### src/rtl/scan_mux_ctrl.sv
// N-channel registered data mux with a round-robin dwell sequencer (auto mode)
// or an external select (manual mode). One cycle from cur_sel/din to dout.
//
// state | meaning
// IDLE  | no dwell in progress; resting state in manual mode or when no channel is enabled
// DWELL | showing cur_sel while cnt counts up to the latched dwell value
module scan_mux_ctrl #(
    parameter  int NCH     = 4,
    parameter  int W       = 8,
    parameter  int DWELL_W = 8,
    localparam int SEL_W   = $clog2(NCH)
) (
    input  logic               clk,
    input  logic               rst_n,
    input  logic [NCH*W-1:0]   din,
    input  logic               mode,
    input  logic [SEL_W-1:0]   man_sel,
    input  logic [NCH-1:0]     en_mask,
    input  logic [DWELL_W-1:0] dwell,
    input  logic               hold,
    output logic [W-1:0]       dout,
    output logic [SEL_W-1:0]   out_sel,
    output logic               sel_valid,
    output logic               adv_pulse
);

    localparam logic [0:0] S_IDLE  = 1'b0;
    localparam logic [0:0] S_DWELL = 1'b1;

    localparam logic [SEL_W:0] NCH_L = (SEL_W + 1)'(NCH);

    logic [W-1:0]       ch [NCH];
    logic [0:0]         state, state_d;
    logic [SEL_W-1:0]   cur_sel, sel_d;
    logic [DWELL_W-1:0] cnt, cnt_d;
    logic [DWELL_W-1:0] dwell_q, dwell_d;
    logic               adv_d;
    logic               man_ok, cur_ok, valid_d;
    logic [W-1:0]       dout_d;

    for (genvar k = 0; k < NCH; k++) begin : g_slice
        assign ch[k] = din[k*W +: W];
    end

    // First enabled channel at or above start, wrapping to the lowest enabled one.
    function automatic logic [SEL_W-1:0] next_en(input logic [NCH-1:0] mask, input int start);
        logic [SEL_W-1:0] lo;
        logic [SEL_W-1:0] hi;
        logic             hit;
        lo  = '0;
        hi  = '0;
        hit = 1'b0;
        for (int k = NCH - 1; k >= 0; k--) begin
            if (mask[k]) begin
                lo = SEL_W'(k);
                if (k >= start) begin
                    hi  = SEL_W'(k);
                    hit = 1'b1;
                end
            end
        end
        return hit ? hi : lo;
    endfunction

    always_comb begin
        state_d = state;
        sel_d   = cur_sel;
        cnt_d   = cnt;
        dwell_d = dwell_q;
        adv_d   = 1'b0;
        man_ok  = ({1'b0, man_sel} < NCH_L);
        cur_ok  = ({1'b0, cur_sel} < NCH_L);

        if (!mode) begin
            state_d = S_IDLE;
            cnt_d   = '0;
            if (man_ok) begin
                sel_d = man_sel;
            end
        end else if (state == S_IDLE) begin
            if (|en_mask) begin
                state_d = S_DWELL;
                sel_d   = next_en(en_mask, int'(cur_sel));
                cnt_d   = '0;
                dwell_d = dwell;
                adv_d   = 1'b1;
            end
        end else if (en_mask == '0) begin
            state_d = S_IDLE;
            cnt_d   = '0;
        end else if (!en_mask[cur_sel] || (!hold && (cnt == dwell_q))) begin
            // A disabled current channel forces an advance even while held.
            sel_d   = next_en(en_mask, int'(cur_sel) + 1);
            cnt_d   = '0;
            dwell_d = dwell;
            adv_d   = 1'b1;
        end else if (!hold) begin
            cnt_d = cnt + DWELL_W'(1);
        end

        valid_d = cur_ok && (mode ? en_mask[cur_sel] : man_ok);
        dout_d  = valid_d ? ch[cur_sel] : '0;
    end

    always_ff @(posedge clk or negedge rst_n) begin
        if (!rst_n) begin
            state     <= S_IDLE;
            cur_sel   <= '0;
            cnt       <= '0;
            dwell_q   <= '0;
            dout      <= '0;
            out_sel   <= '0;
            sel_valid <= 1'b0;
            adv_pulse <= 1'b0;
        end else begin
            state     <= state_d;
            cur_sel   <= sel_d;
            cnt       <= cnt_d;
            dwell_q   <= dwell_d;
            dout      <= dout_d;
            out_sel   <= cur_sel;
            sel_valid <= valid_d;
            adv_pulse <= adv_d;
        end
    end

endmodule

### config.mk
export PLATFORM = sky130hd
export DESIGN_NAME = scan_mux_ctrl
export DESIGN_NICKNAME = d
export VERILOG_FILES = /design/src/rtl/scan_mux_ctrl.sv
export SDC_FILE = /design/constraint.sdc
export NUM_CORES = 1
export LEC_CHECK = 0
export ABC_CLOCK_PERIOD_IN_PS = 2600
export CORE_ASPECT_RATIO = 1.75
export CORE_MARGIN = 5
export CORE_UTILIZATION = 45
export CTS_CLUSTER_DIAMETER = 40
export DETAILED_ROUTE_END_ITERATION = 6
export MAX_ROUTING_LAYER = met4
export PLACE_DENSITY_LB_ADDON = 0.3
export SLEW_MARGIN = 5
export SYNTH_ARGS = -nofsm -noshare
export SYNTH_HDL_FRONTEND = slang
export SYNTH_SLANG_ARGS = --single-unit
### constraint.sdc
create_clock -name clk -period 2.6 [get_ports clk]
set_input_delay 0.52 -clock clk [delete_from_list [all_inputs] [get_ports clk]]
set_output_delay 0.52 -clock clk [all_outputs]
set_load 0.005 [all_outputs]
==> results.py, run 1 <==
metrics = {
    "run_status": {
        "status": "completed",
    },
    "pwr": {
        "peakVddDrop_v": 0.000380,
        "p_per_area_nw_per_um2": 553,
        "p_leak_uw": 0.00106,
    },
    "critical_path": {
        "r2r-start": "cnt[7]",
        "critPathMaxStageDelay_ps": 530,
        "rrSetupSlack_ps": 590,
        "path_class": "input port to flip-flop",
        "cp.required_ps": 2760,
        "worstSetupStartpointType": "input port",
        "crit_fanout": 9,
        "r2r_cells": 5,
        "end_kind": "flip-flop",
        "critPathLaunch": "en_mask[0]",
        "crit_arrival_ps": 2350,
        "critPathSlowestCell": "mux4_2",
        "crit_chain": "clkdlybuf4s50_1, mux4_2, nand2_2, a31oi_4, nor2_8, mux2_1",
    },
    "synthesis": {
        "synth_common_cells": "dfrtp_1 (31), nor2b_1 (11), nand2_1 (9)",
        "syn_area_um2": 1810,
        "syn_avg_cell_area_um2": 11.9,
        "synth-edff-count": 0,
        "postSynthCellCount": 153,
        "synth_fp_nets": 204,
        "yosys.cell_count.top_type": "dfrtp_1",
        "async_reset_ff_frac": 1.00,
        "synth_top_area_frac": 0.428,
        "synth_seq_cells": 31,
        "ys_warn_count": 0,
        "synth_flop_cell": "dfrtp_1",
        "yosysTopAreaCell": "dfrtp_1",
        "synthTopCellsByArea": "dfrtp_1 (43%), mux4_2 (6.2%), mux4_1 (5.8%)",
        "synth_sequential_area_ratio": 0.428,
        "yosys.cell_types.count": 47,
    },
    "floorplanning": {
        "io_pins": 62,
        "start_util": 0.465,
        "core_area_um2": 3900,
        "die-area_um2": 5450,
        "die_x_um": 58.0,
        "core.rowCount": 30,
        "die_y_um": 94.0,
    },
    "global_routing": {
        "grt_max_degree": 32,
        "grt_first_pass_wirelength_mm": 7.81,
        "grt_usage": 0.196,
        "antenna_found_initial": 0,
        "grt_overflow": 0,
        "grt_pass1_vias": 1733,
    },
    "route": {
        "drtPass1Iterations": 4,
        "final_antenna_net_count": 0,
        "drt-total-wl_mm": 4.77,
        "viasPerCell": 5.65,
        "drc_errors": 0,
        "drt_iter0_markers": 48,
        "wl_per_cell_um": 17.5,
        "num_vias": 1538,
    },
    "clock_network": {
        "root_buffer": "clkbuf_8",
        "clk_pin_slew_ps": 60,
        "numCtsBuffers": 5,
        "cts.sinks": 31,
        "cts_buffer_depth": 2,
        "htreeDepth": 2,
        "ctsResizeCount": 0,
        "ctsHoldBuffers": 0,
        "postCtsSetupBuffers": 0,
        "clk_latency_ps": 290,
        "cts_tree": "done",
    },
    "placed_design": {
        "postPlaceCellArea_um2": 2510,
        "finalWeightedCongestion": 0.952,
        "portBuffers": 61,
        "dpl.hpwl_mm": 3.89,
    },
    "worst_hold_path": {
        "hold_class": "flip-flop to flip-flop",
        "worstHoldStart": "dwell_q[2]",
        "hold_depth": 1,
    },
    "sta": {
        "skew_ps": 10.2,
        "post-route-period-util": 0.842,
        "max_clock_freq_mhz": 457,
        "slew_headroom": 0.701,
        "hold_viol_final": 0,
        "finalMaxSlewViolations": 0,
        "setup_viol": 0,
        "rsz0062_at_grt": "no",
        "period_minus_slack_ps": 2190,
        "worst_pin_slew_ps": 444,
        "setup_tns_ps": 0,
    },
    "flow_run": {
        "drv_cap": 0,
    },
    "cells_and_area": {
        "drive_above_1_share": 0.156,
        "syn2layout_area_growth_pct": 43.0,
        "fill_cells": 312,
        "nets": 274,
        "diodes": 0,
        "fin_area_um2": 2590,
    },
}
==> sequential cells by signal (all words and copies together) (netlist names) <==
| name | flops |
|---|---|
| cnt | 8 |
| dout | 8 |
| state | 1 |
| cur_sel | 2 |
| dwell_q | 8 |
| out_sel | 2 |
| sel_valid | 1 |
| adv_pulse | 1 |
==> power by group <==
part | switching, uW | internal [uW]
combinational | 189 | 282
clock | 181 | 187
sequential | 38.9 | 556
total | 409 | 1020
==> cell families after synthesis <==
family | count (synthesis) | synth area share
buf+inv | 14 | 0.0359
flops | 31 | 0.428
fa+ha+maj | 1 | 0.00690
mux | 20 | 0.189
compound gates | 31 | 0.139
xor+xnor | 8 | 0.0386
simple gates | 48 | 0.163
==> final timing paths <==
kind	endpoint
setup / recovery	dwell_q[5]
hold / removal	dwell_q[2]
setup reg to reg	dwell_q[5]
hold reg to reg	dwell_q[2]
max in group asynchronous	cnt[5]
min in group asynchronous	dout[7]
==> critical path: cells and delay by family <==
kind                   cells  cell delay [ps]
AOI/OAI and AO/OA          1               90
buffers and inverters      1              510
muxes                      2              880
and+or+nand+nor            2              360
==> routing by layer <==
metal  GRT usage  share of wire  vias up
li1            -              -      710
met1       0.177           0.33      757
met2       0.380           0.60       64
met3      0.0289          0.046        7
met4      0.0928          0.023        0
met5           -              0        -
==> cell usage in the layout, fill, tap and decap left out, drive strengths merged, types with 3 or more instances in the layout <==
cell           instances
clkdlybuf4s50         61
nand2                 11
o22ai                  3
o21ai                  3
a21oi                  4
nor2b                 11
mux2                   9
mux4                   9
buf                    8
inv                    8
a31oi                  4
and3                   3
nor2                   4
clkbuf                 6
or2                    3
dfrtp                 31
o221ai                 3
o41ai                  3
nand3                  3
xor2                   8
==> stage by stage <==
stage | utilization | cells | hold WS [ps] | setup WS (ps) | power (uW)
global placement | 0.643 | 264 | 489 | 195 | 1060
finish | 0.665 | 272 | 511 | 412 | 1430
CTS | 0.665 | 272 | 515 | 410 | 1440
floorplan | - | 153 | 224 | 626 | 846
detailed placement | 0.643 | 264 | 500 | 105 | 1080
global route | 0.665 | 272 | 537 | 327 | 1500
==> area by class of cell <==
cell class	instances	area (um^2)	area share
clock buffer	6	72.6	0.0280
inverter	8	30.0	0.0116
tap	48	60.1	0.0231
timing repair buffer	69	671	0.258
multi-input combinational	108	973	0.375
sequential	31	776	0.299
clock inverter	2	12.5	0.00482
(Power assumes the default switching activity.)
==> run 2: changes to the inputs <==
Settings changed: ABC_CLOCK_PERIOD_IN_PS 2600 to 2100.
Clock period 2.6 ns to 2.1 ns, I/O delays scaled along.
==> run 2 against run 1 <==
  * Worst hold slack got worse by 0.63 ps
  * Clock-buffer cell count stayed put
  * Global-route usage up 0.69 points
  * Register-to-register slack worse by 420 ps
  * Largest power group unchanged
  * Sequential share of layout area decreased by 0.87 points
  * Die area is the same
  * Wire length grew 2.6%
  * Combinational power rose by 29%
  * Final cell count is 3.7% higher
  * Critical endpoint is now cnt[5]
==> results.py, run 2 (same netlist as run 1, synthesis figures left out) <==
metrics = {
    "run_status": {
        "status": "completed",
    },
    "placed_design": {
        "postPlaceCellArea_um2": 2580,
        "dpl.hpwl_mm": 4.04,
        "finalWeightedCongestion": 0.923,
        "portBuffers": 61,
        "place_ws_ps": -239,
    },
    "sta": {
        "finalMaxSlewViolations": 0,
        "hold_viol_final": 0,
        "setup_ws_ps": 81.8,
        "max_clock_freq_mhz": 495,
        "slew_headroom": 0.741,
        "post-route-period-util": 0.961,
        "worst_pin_slew_ps": 388,
        "setup_viol": 0,
        "setup_tns_ps": 0,
        "hold_slack_ps": 511,
        "period_minus_slack_ps": 2020,
        "skew_ps": 2.82,
        "rsz0062_at_grt": "no",
    },
    "cells_and_area": {
        "syn2layout_area_growth_pct": 47.3,
        "diodes": 0,
        "nets": 284,
        "fill_cells": 316,
        "drive_above_1_share": 0.192,
        "fin_area_um2": 2670,
        "reg_top3": "cnt: 8 flops, dout: 8 flops, dwell_q: 8 flops",
        "layout_common_cells": "clkdlybuf4s50_1 (60), dfrtp_1 (31), buf_4 (18), nor2b_1 (11), nand2_1 (9)",
        "final_common_cell": "clkdlybuf4s50_1",
    },
    "clock_network": {
        "clk_latency_ps": 280,
        "clk_pin_slew_ps": 60,
        "htreeDepth": 2,
        "cts_buffer_depth": 2,
        "cts.sinks": 31,
        "cts_tree": "done",
        "ctsHoldBuffers": 0,
        "numCtsBuffers": 5,
        "root_buffer": "clkbuf_8",
    },
    "critical_path": {
        "path_class": "input port to flip-flop",
        "cp.required_ps": 2260,
        "crit_chain": "clkdlybuf4s50_1, mux4_2, and3_1, o21a_1, a32oi_1, o41ai_2",
        "cp.buffers_inverters": 1,
        "crit_fanout": 6,
        "critPathSlowestCell": "mux4_2",
        "cp_top_family": "compound AO/OA/AOI/OAI gates",
        "crit_arrival_ps": 2180,
        "worstSetupStartpointType": "input port",
        "end_kind": "flip-flop",
        "critPathMaxStageDelay_ps": 510,
    },
    "floorplanning": {
        "core_area_um2": 3900,
        "die_y_um": 94.0,
        "die_x_um": 58.0,
        "io_pins": 62,
        "die-area_um2": 5450,
        "start_util": 0.465,
        "core.rowCount": 30,
    },
    "global_routing": {
        "grt_overflow": 0,
        "grt_use_met2": 0.389,
        "grt_max_degree": 32,
        "antenna_found_initial": 0,
        "grt_usage": 0.202,
        "grtUsageMet1": 0.175,
        "grt_first_pass_wirelength_mm": 7.94,
        "grt_pass1_vias": 1767,
        "busiest_layer": "met2",
        "use_met3": 0.0248,
    },
    "route": {
        "drt_iter0_markers": 52,
        "num_vias": 1582,
        "drt-total-wl_mm": 4.90,
        "drc_errors": 0,
        "final_antenna_net_count": 0,
        "drtPass1Iterations": 4,
        "wl_per_cell_um": 17.4,
        "viasPerCell": 5.61,
    },
    "flow_run": {
        "drv_cap": 0,
    },
    "pwr": {
        "peakVddDrop_v": 0.000456,
        "p_per_area_nw_per_um2": 671,
        "p_leak_uw": 0.00112,
    },
    "worst_hold_path": {
        "hold_class": "flip-flop to flip-flop",
    },
}
run 2: path summary, 6_finish.rpt:
check | start | endpoint | slack (ps) | depth (start not counted)
max | en_mask[1] | cnt[5] | 80 | 6
min | dwell_q[1] | dwell_q[1] | 510 | 1
max reg2reg | cnt[7] | dwell_q[7] | 170 | 6
min reg2reg | dwell_q[1] | dwell_q[1] | 510 | 1
max in group asynchronous | rst_n | cur_sel[0] | 1290 | 2
min in group asynchronous | rst_n | dwell_q[6] | 530 | 2
run 2: report_power, final:
| part | switching (uW) | internal (uW) | total [uW] |
|---|---|---|---|
| sequential | 45.1 | 689 | 734 |
| combinational | 240 | 367 | 607 |
| clock | 222 | 231 | 453 |
| total | 507 | 1290 | 1790 |
run 2: stage by stage:
step	util	total power, uW	cells
2_1_floorplan	-	1050	153
3_3_place_gp	0.662	1330	274
3_5_place_dp	0.662	1360	274
4_1_cts	0.684	1820	282
5_1_grt	0.685	1890	282
6_report	0.685	1790	282
run 2: cell type report:
type	count	area, um^2	area share
Tap cell	48	60.1	0.0225
Clock inverter	2	12.5	0.00468
Clock buffer	6	72.6	0.0272
Inverter	8	30.0	0.0112
Sequential cell	31	776	0.290
Timing Repair Buffer	79	748	0.280
Multi-Input combinational cell	108	973	0.364
run 2: worst reg2reg max path: cells and delay by family, from the launching register on:
family	cells	cell delay, ps
XOR/XNOR	1	180
AO/OA/AOI/OAI	1	140
AND/OR/NAND/NOR	2	510
buffers and inverters	1	180
flip-flops	1	460
multiplexers	1	350
run 2: timing repair:
action	in CTS	in global routing
endpoints found under the setup margin	0	4
buffers inserted	0	0
endpoints found under the hold margin	0	0
resized for setup	0	1
run 2: layer usage:
metal,up-vias,wire length (um)
met3,17,222
met5,-,0
li1,732,-
met4,0,204
met1,767,1540
met2,66,2930
==> edit: new RTL, settings of run 1 <==
Take the reset off `dout` and load it in a clocked block of its own.
--- a/src/rtl/scan_mux_ctrl.sv
+++ b/src/rtl/scan_mux_ctrl.sv
@@ -110,3 +110,2 @@
             dwell_q   <= '0;
-            dout      <= '0;
             out_sel   <= '0;
@@ -119,3 +118,2 @@
             dwell_q   <= dwell_d;
-            dout      <= dout_d;
             out_sel   <= cur_sel;
@@ -126,2 +124,6 @@
 
+    always_ff @(posedge clk) begin
+        dout <= dout_d;
+    end
+
 endmodule
Function: changed (a bounded check fails within 4 cycles, from zero or initial values and one cycle with rst_n low).
==> edit against run 1 <==
- design area shrank 2.0%
- fmax grew 0.94%
- cell count shrank 0.37%
- sequential power grew 0.7%
- via count shrank 3.9%
- sequential cell count is the same
- clock skew shrank 4.0 ps
- synthesized area shrank 3.2%
- power grew 5.2%
- critical path depth is the same
- routed wire length shrank 8.5%
- worst setup slack gained 20 ps
==> edit: results <==
{
  "status": "finished, final reports clean",
  "ys_types": 42,
  "hpwl_um": 3553,
  "avgRoutedWirePerCell_um": 16.11,
  "grt_max_degree": 24,
  "die_width_um": 57.23,
  "first_iter_violations": 50,
  "hp-start": "dwell_q[3]$_DFFE_PN0P_",
  "placed_cell_area_um2": 2441,
  "synth_mux_area_share_pct": 20.16,
  "holdPathEnd": "dwell_q[3]$_DFFE_PN0P_",
  "worstSetupStartpoint": "en_mask[2]",
  "synthCells": 154,
  "layout.nets": 273,
  "seq_share_pct": 28.94,
  "synth-xor-area-share_pct": 3.989,
  "synthTopCellsByCount": "23 x dfrtp_1, 15 x nor2b_1, 9 x inv_1, 9 x mux4_2",
  "seq-power_uw": 599,
  "vias_per_cell": 5.454,
  "fillCellCount": 316,
  "powerComb_uw": 488,
  "clock_buffers": 8,
  "first_global_vias": 1551,
  "r2r_end": "dwell_q[7]$_DFFE_PN0P_",
  "synth_area_leaders": "dfrtp_1 33%, mux4_2 12%, dfxtp_1 9.1%",
  "inv_count": 9,
  "buffers": 70,
  "r2r_cells": 6,
  "nonClkBufAreaFrac_pct": 26.67,
  "reg2reg_slack_ps": 550,
  "clk_share_pct": 3.986,
  "synth_fa_ha_area_share_pct": 0.7123,
  "gp_congestion": 0.8556,
  "switchingPower_uw": 397.2,
  "async_reset_ff_share_pct": 74.19,
  "worstPathArrival_ps": 2370
}
==> edit: cell types whose count changed in the layout (fill, tap and decap cells not counted), sizes merged, moves of 4 or more <==
cell	delta
dfxtp	+8
dfrtp	-8
nor2b	+5
nand2	-4
nand3	+4
==> edit: critical path: stages <==
cell	delay, ps
clkdlybuf4s50_1	470
mux4_2	280
nand3_1	120
a31oi_1	670
a21oi_1	150
mux2i_1	160
==> edit: per-layer routing <==
metal / track usage, % / vias to the layer above / share of wire [%]
met2: 33.68 / 59 / 59
met3: 3.905 / 10 / 4.9
met4: 8.124 / 0 / 2.9
met5: - / - / 0
met1: 16.90 / 712 / 33
li1: - / 697 / -
==> edit: through the flow <==
step	util, %	setup slack [ps]	hold slack, ps
finish	66.41	432.2	537.1
global route	66.41	284.8	561.8
CTS	66.41	449.3	541.5
detailed placement	63.76	149.5	518.3
global placement	63.76	205.3	527.4
floorplan	-	589.8	224.4
